===== src/rtl/fetch_queue_pkg.sv =====
// Shared front-end definitions: layout of the per-fetch sideband word.
package fetch_queue_pkg;

  localparam int META_W_DEFAULT = 80;
  localparam int INST_W_DEFAULT = 32;

  // Sideband field offsets within req_meta / out_bus meta.
  localparam int PC_LSB        = 0;
  localparam int PC_W          = 32;
  localparam int EXC_FLAG_BIT  = 32;
  localparam int EXC_CODE_LSB  = 33;
  localparam int EXC_CODE_W    = 5;
  localparam int BADVADDR_LSB  = 38;
  localparam int BADVADDR_W    = 32;
  localparam int REFILL_BIT    = 70;

  function automatic logic [EXC_CODE_W-1:0] meta_exc_code(input logic [META_W_DEFAULT-1:0] meta);
    return meta[EXC_CODE_LSB +: EXC_CODE_W];
  endfunction

endpackage


===== src/rtl/fq_counter.sv =====
// Saturating up/down counter with synchronous load; simultaneous inc and dec cancel.
module fq_counter #(
  parameter int W   = 3,
  parameter int MAX = 4
) (
  input  logic         clk,
  input  logic         reset,
  input  logic         load,
  input  logic [W-1:0] load_val,
  input  logic         inc,
  input  logic         dec,
  output logic [W-1:0] value
);

  localparam logic [W-1:0] MAX_V = W'(MAX);

  always_ff @(posedge clk) begin
    if (reset) begin
      value <= '0;
    end else if (load) begin
      value <= load_val;
    end else if (inc && !dec && value != MAX_V) begin
      value <= value + 1'b1;
    end else if (dec && !inc && value != '0) begin
      value <= value - 1'b1;
    end
  end

endmodule


===== src/rtl/fetch_queue.sv =====
// Instruction fetch queue: tracks outstanding cache fetches in order and hands
// completed instructions to decode, with a zero-latency bypass for the head.
module fetch_queue
  import fetch_queue_pkg::*;
#(
  parameter int DEPTH  = 4,
  parameter int META_W = META_W_DEFAULT,
  parameter int INST_W = INST_W_DEFAULT
) (
  input  logic                       clk,
  input  logic                       reset,
  input  logic                       req_valid,
  input  logic                       req_nocache,
  input  logic [META_W-1:0]          req_meta,
  output logic                       req_allowin,
  input  logic                       data_ok,
  input  logic [INST_W-1:0]          rdata,
  input  logic                       flush,
  input  logic                       ds_allowin,
  output logic                       out_valid,
  output logic [META_W+INST_W-1:0]   out_bus,
  output logic [$clog2(DEPTH):0]     count
);

  localparam int PW = $clog2(DEPTH);
  localparam int CW = PW + 1;
  localparam logic [CW-1:0] DEPTH_C = CW'(DEPTH);

  logic [META_W-1:0] meta_mem [DEPTH];
  logic [INST_W-1:0] inst_mem [DEPTH];
  logic [DEPTH-1:0]  filled, filled_next;
  logic [DEPTH-1:0]  push_hit, pop_hit, fill_we;
  logic [PW-1:0]     head, tail, fill_idx;
  logic [CW-1:0]     inflight, discard;
  logic              push, issue, pop, rsp_keep, rsp_drop, fill_hit;
  logic              head_live, head_bypass;

  assign req_allowin = !flush && count < DEPTH_C && inflight < DEPTH_C;
  assign push        = req_valid && req_allowin;
  assign issue       = push && !req_nocache;
  assign rsp_drop    = data_ok && discard != '0;
  assign rsp_keep    = data_ok && discard == '0;

  // Oldest unfilled live entry: scan from head, nearest match wins.
  always_comb begin
    fill_hit = 1'b0;
    fill_idx = head;
    for (int i = DEPTH - 1; i >= 0; i--) begin
      if (CW'(i) < count && !filled[head + PW'(i)]) begin
        fill_hit = 1'b1;
        fill_idx = head + PW'(i);
      end
    end
  end

  assign head_live   = count != '0;
  assign head_bypass = rsp_keep && fill_hit && fill_idx == head;
  assign out_valid   = !flush && head_live && (filled[head] || head_bypass);
  assign out_bus     = head_live ? {meta_mem[head], filled[head] ? inst_mem[head] : rdata} : '0;
  assign pop         = out_valid && ds_allowin;

  genvar gi;
  generate
    for (gi = 0; gi < DEPTH; gi++) begin : g_entry
      assign push_hit[gi] = push && tail == PW'(gi);
      assign pop_hit[gi]  = pop && head == PW'(gi);
      assign fill_we[gi]  = rsp_keep && fill_hit && fill_idx == PW'(gi);
      // A popped entry is never the push target: push needs a free slot.
      assign filled_next[gi] = flush        ? 1'b0 :
                               push_hit[gi] ? req_nocache :
                               pop_hit[gi]  ? 1'b0 :
                               fill_we[gi]  ? 1'b1 : filled[gi];
    end
  endgenerate

  always_ff @(posedge clk) begin
    if (reset) begin
      filled <= '0;
      head   <= '0;
      tail   <= '0;
    end else begin
      filled <= filled_next;
      if (flush) begin
        head <= '0;
        tail <= '0;
      end else begin
        head <= head + PW'(pop);
        tail <= tail + PW'(push);
      end
    end
  end

  always_ff @(posedge clk) begin
    for (int i = 0; i < DEPTH; i++) begin
      if (push_hit[i]) begin
        meta_mem[i] <= req_meta;
        inst_mem[i] <= '0;
      end else if (fill_we[i]) begin
        inst_mem[i] <= rdata;
      end
    end
  end

  fq_counter #(.W(CW), .MAX(DEPTH)) u_count (
    .clk(clk), .reset(reset), .load(flush), .load_val('0),
    .inc(push), .dec(pop), .value(count)
  );

  fq_counter #(.W(CW), .MAX(DEPTH)) u_inflight (
    .clk(clk), .reset(reset), .load(1'b0), .load_val('0),
    .inc(issue), .dec(data_ok), .value(inflight)
  );

  // Returns still owed for killed fetches must be swallowed after a flush.
  fq_counter #(.W(CW), .MAX(DEPTH)) u_discard (
    .clk(clk), .reset(reset), .load(flush), .load_val(inflight - CW'(data_ok)),
    .inc(1'b0), .dec(rsp_drop), .value(discard)
  );

  a_no_orphan_return: assert property (@(posedge clk) disable iff (reset)
    !(data_ok && inflight == '0));

endmodule


===== config.mk =====
export PLATFORM = sky130hd
export DESIGN_NAME = fetch_queue
export DESIGN_NICKNAME = d
export VERILOG_FILES = /design/src/rtl/fetch_queue_pkg.sv /design/src/rtl/fq_counter.sv /design/src/rtl/fetch_queue.sv
export SDC_FILE = /design/constraint.sdc
export NUM_CORES = 1
export LEC_CHECK = 0
export BUFFER_PORTS_ARGS = -buffer_cell sky130_fd_sc_hd__buf_2
export CAP_MARGIN = 0
export CORE_ASPECT_RATIO = 1.1
export CORE_MARGIN = 5
export CORE_UTILIZATION = 30
export DETAILED_ROUTE_END_ITERATION = 6
export GPL_TIMING_DRIVEN = 0
export SLEW_MARGIN = 25
export SYNTH_ARGS = -nofsm -noshare
export SYNTH_HDL_FRONTEND = slang
export SYNTH_SLANG_ARGS = --single-unit

===== constraint.sdc =====
create_clock -name clk -period 6.05 [get_ports clk]
set_clock_uncertainty 0.1 [all_clocks]
set_input_delay 0.3025 -clock clk [delete_from_list [all_inputs] [get_ports clk]]
set_output_delay 0.3025 -clock clk [all_outputs]
set_load 0.01 [all_outputs]

==> run summary <==
Top FF cell, synth - edfxtp_1
RSZ-0062 raised after global routing - false
Post-route DRC - 0
CTS sink count - 465
Via density - 4.621
vias - 10980
dpl hpwl - 31750 microns
crit path kind - reg -> out
first-pass GRT wire length - 73060 microns
Yosys reg bits - 465
placed insts - 2167
fin util - 0.3843
Max-slew headroom - 0.3812
Max Transition Viols Final - 0
Critical Path Start Type - flop
min Tclk post-route - 4.108 ns
HP Class - in -> reg
commonest cells after routing, fill and taps aside - edfxtp_1, buf_2, and2_1
DR WL/cell - 20.16 microns
maximum vdd ir drop - 0.0003952 V
Syn. warnings - 0
Finish-stage setup viols - 0
P&R area growth vs syn - 27.27%
worst slew pin tran - 0.9282 ns
H-tree depth - 2
nets - 1617
CP required - 5.65 ns
Pre-antenna DRT Iters - 5
critical path endpoint category - output pin
placer's final routability congestion estimate - 0.7718
Die ar. - 0.07038 sq mm
Synth cell types - 51
syn_nets - 1206
filler cell count - 5969
static leakage - 8.468 nW
postcts setup bufs - 0
largest net degree at the start of global routing - 51
vias in the first global route - 11980
Die Wd - 253.4 microns
Net Sw Power - 1.501 mW
Avg Cell Area, Syn - 18.24 sq um
combinational power share - 0.060
Port Buf Inserts - 234
switching share of power - 0.2136
final period utilization - 0.6790
cts hold-fix bufs - 114
Post-synth ARST share - 0
Iteration-0 DRC Markers - 661
Post-Syn Area - 0.01955 sq mm
initial antenna violation count - 9
Clk pwr share - 0.428
Antenna Violating Nets Remaining - 0
Clock Latency Late Sink - 0.59 ns
Flop pwr share - 0.512
drt total wl - 47910 microns
grt ovf - 0
Ports - 236
total power - 7.028 mW
fraction of layout cells with a size suffix above 1 - 0.3197
Final Non-Filler Cells - 2377
Pwr Density - 282.5 mW/mm^2
GRT Resource Usage Total - 0.1349
CTS buffer count - 50
leading cell type in the layout, fill and taps excluded - edfxtp_1
Starting Density - 0.3020
Max-cap violations - 0
Hold Vio Cnt, Final - 0
Post-synth EDFFs - 448
Clock Path Buffers - 3
register area share after synthesis - 0.7055
CTS tree - yes
CP max FO - 10
row cnt - 98
Reg clk slew, reported paths - 0.06 ns
P_int - 5.527 mW
Synth Instances - 1072
core area - 0.06474 sq mm
Worst Path Arrival - 3.71 ns
Vert. Die Dim - 277.7 microns
number of gates resized after cts - 0
status - complete, no violations
fmax - 243.4 MHz
root buffer cell - clkbuf_16
registers in the layout, summed over array words and instances (netlist names):
signal            cells
filled                4
u_inflight.value      3
u_count.value         3
head                  2
meta_mem            320
tail                  2
inst_mem            128
u_discard.value       3
area by class of cell:
cell class	instances	area (sq um)	area share
repair buffers	359	2595	0.1043
clock buffers	64	1304	0.05240
multi-input cells	529	5398	0.2169
flip-flops and latches	465	13790	0.5544
diodes	7	17.52	0.0007040
clock inverters	25	294.0	0.01182
plain buffers	62	336.6	0.01353
well taps	850	1064	0.04274
inverters	16	80.08	0.003218
cell usage after synthesis, types with 2 or more instances:
| cell | instances | area share |
|---|---|---|
| a211oi_1 | 4 | 0.0015 |
| a211oi_2 | 2 | 0.0013 |
| a21oi_1 | 6 | 0.0015 |
| a31oi_1 | 5 | 0.0016 |
| and2_1 | 130 | 0.042 |
| buf_1 | 8 | 0.0015 |
| buf_2 | 22 | 0.0056 |
| buf_6 | 10 | 0.0058 |
| clkbuf_1 | 22 | 0.0042 |
| dfxtp_1 | 17 | 0.017 |
| edfxtp_1 | 448 | 0.69 |
| ha_1 | 14 | 0.0090 |
| inv_1 | 16 | 0.0031 |
| mux2_2 | 4 | 0.0023 |
| mux2i_1 | 35 | 0.018 |
| mux4_2 | 115 | 0.13 |
| nand2_1 | 17 | 0.0033 |
| nand2b_1 | 4 | 0.0013 |
| nand3_1 | 3 | 0.00077 |
| nor2_1 | 49 | 0.0094 |
| nor2b_1 | 81 | 0.026 |
| nor3_1 | 4 | 0.0010 |
| nor3_4 | 3 | 0.0025 |
| o21a_1 | 3 | 0.0012 |
| o21ai_0 | 14 | 0.0036 |
| o22a_1 | 2 | 0.00090 |
| or3_1 | 4 | 0.0013 |
| xnor2_1 | 7 | 0.0031 |
cell families (layout without fill, tap and decap cells):
| group | after synthesis | in the layout | synth area share |
|---|---|---|---|
| DFF | 465 | 465 | 0.7055 |
| and+or+nand+nor | 306 | 306 | 0.09171 |
| muxes | 154 | 154 | 0.1527 |
| buffers and inverters | 78 | 526 | 0.02022 |
| AOI/OAI and AO/OA | 46 | 46 | 0.01619 |
| adders and majority gates | 16 | 16 | 0.01050 |
| xor gates and xnor gates | 7 | 7 | 0.003136 |
| other | 0 | 7 | 0 |
stage by stage:
step	TNS, ns	instance area, sq um	setup slack [ns]	hold WS, ns
floorplan	0	19550	1.027	0.3014
global placement	-103.79	21780	-1.595	0.4116
detailed placement	0	22130	2.215	0.4195
CTS	0	24860	1.725	0.01848
global route	0	24870	1.551	0.08879
finish	0	24880	1.942	0.05255
final timing paths:
check                                   start                          endpoint  slack, ns  depth (start not counted)
min reg2reg  u_inflight.value[0]$_SDFFE_PP0P_  u_inflight.value[0]$_SDFFE_PP0P_       0.47                          1
max             u_count.value[1]$_SDFFE_PP0P_                         out_valid       1.94                          8
max reg2reg                head[1]$_SDFF_PP0_      inst_mem[0][4]$_SDFFCE_PN0P_       2.15                         11
min                               req_nocache            filled[3]$_SDFFE_PP0P_       0.05                          3
critical path, cell delays in order (launching register included):
cell and delay, ns:
dfxtp_1 0.32, clkbuf_1 0.19, inv_1 0.16, ha_1 0.16, nor2b_1 0.72, clkbuf_2 0.61, buf_1 0.59, nor3_1 0.19
buf_2 0.19
metal layers:
layer  global-route usage  up-vias  wire, microns
met5                    0        -             41
met4              0.03364        6            933
met3              0.04482       66           4051
met2               0.2279      312          23540
met1               0.1678     5615          19350
li1                     -     4985              -
power by group through the flow:
| stage | sequential (mW) | combinational (mW) | clock, mW |
|---|---|---|---|
| after floorplan | 3.67 | 0.183 | 0 |
| after global placement | 3.68 | 0.342 | 0 |
| after global routing | 3.60 | 0.465 | 3.24 |
| final | 3.60 | 0.422 | 3.00 |
| after detailed placement | 3.67 | 0.367 | 0 |
| after CTS | 3.60 | 0.430 | 3.10 |
No activity file was read; power rests on OpenSTA's default activity.
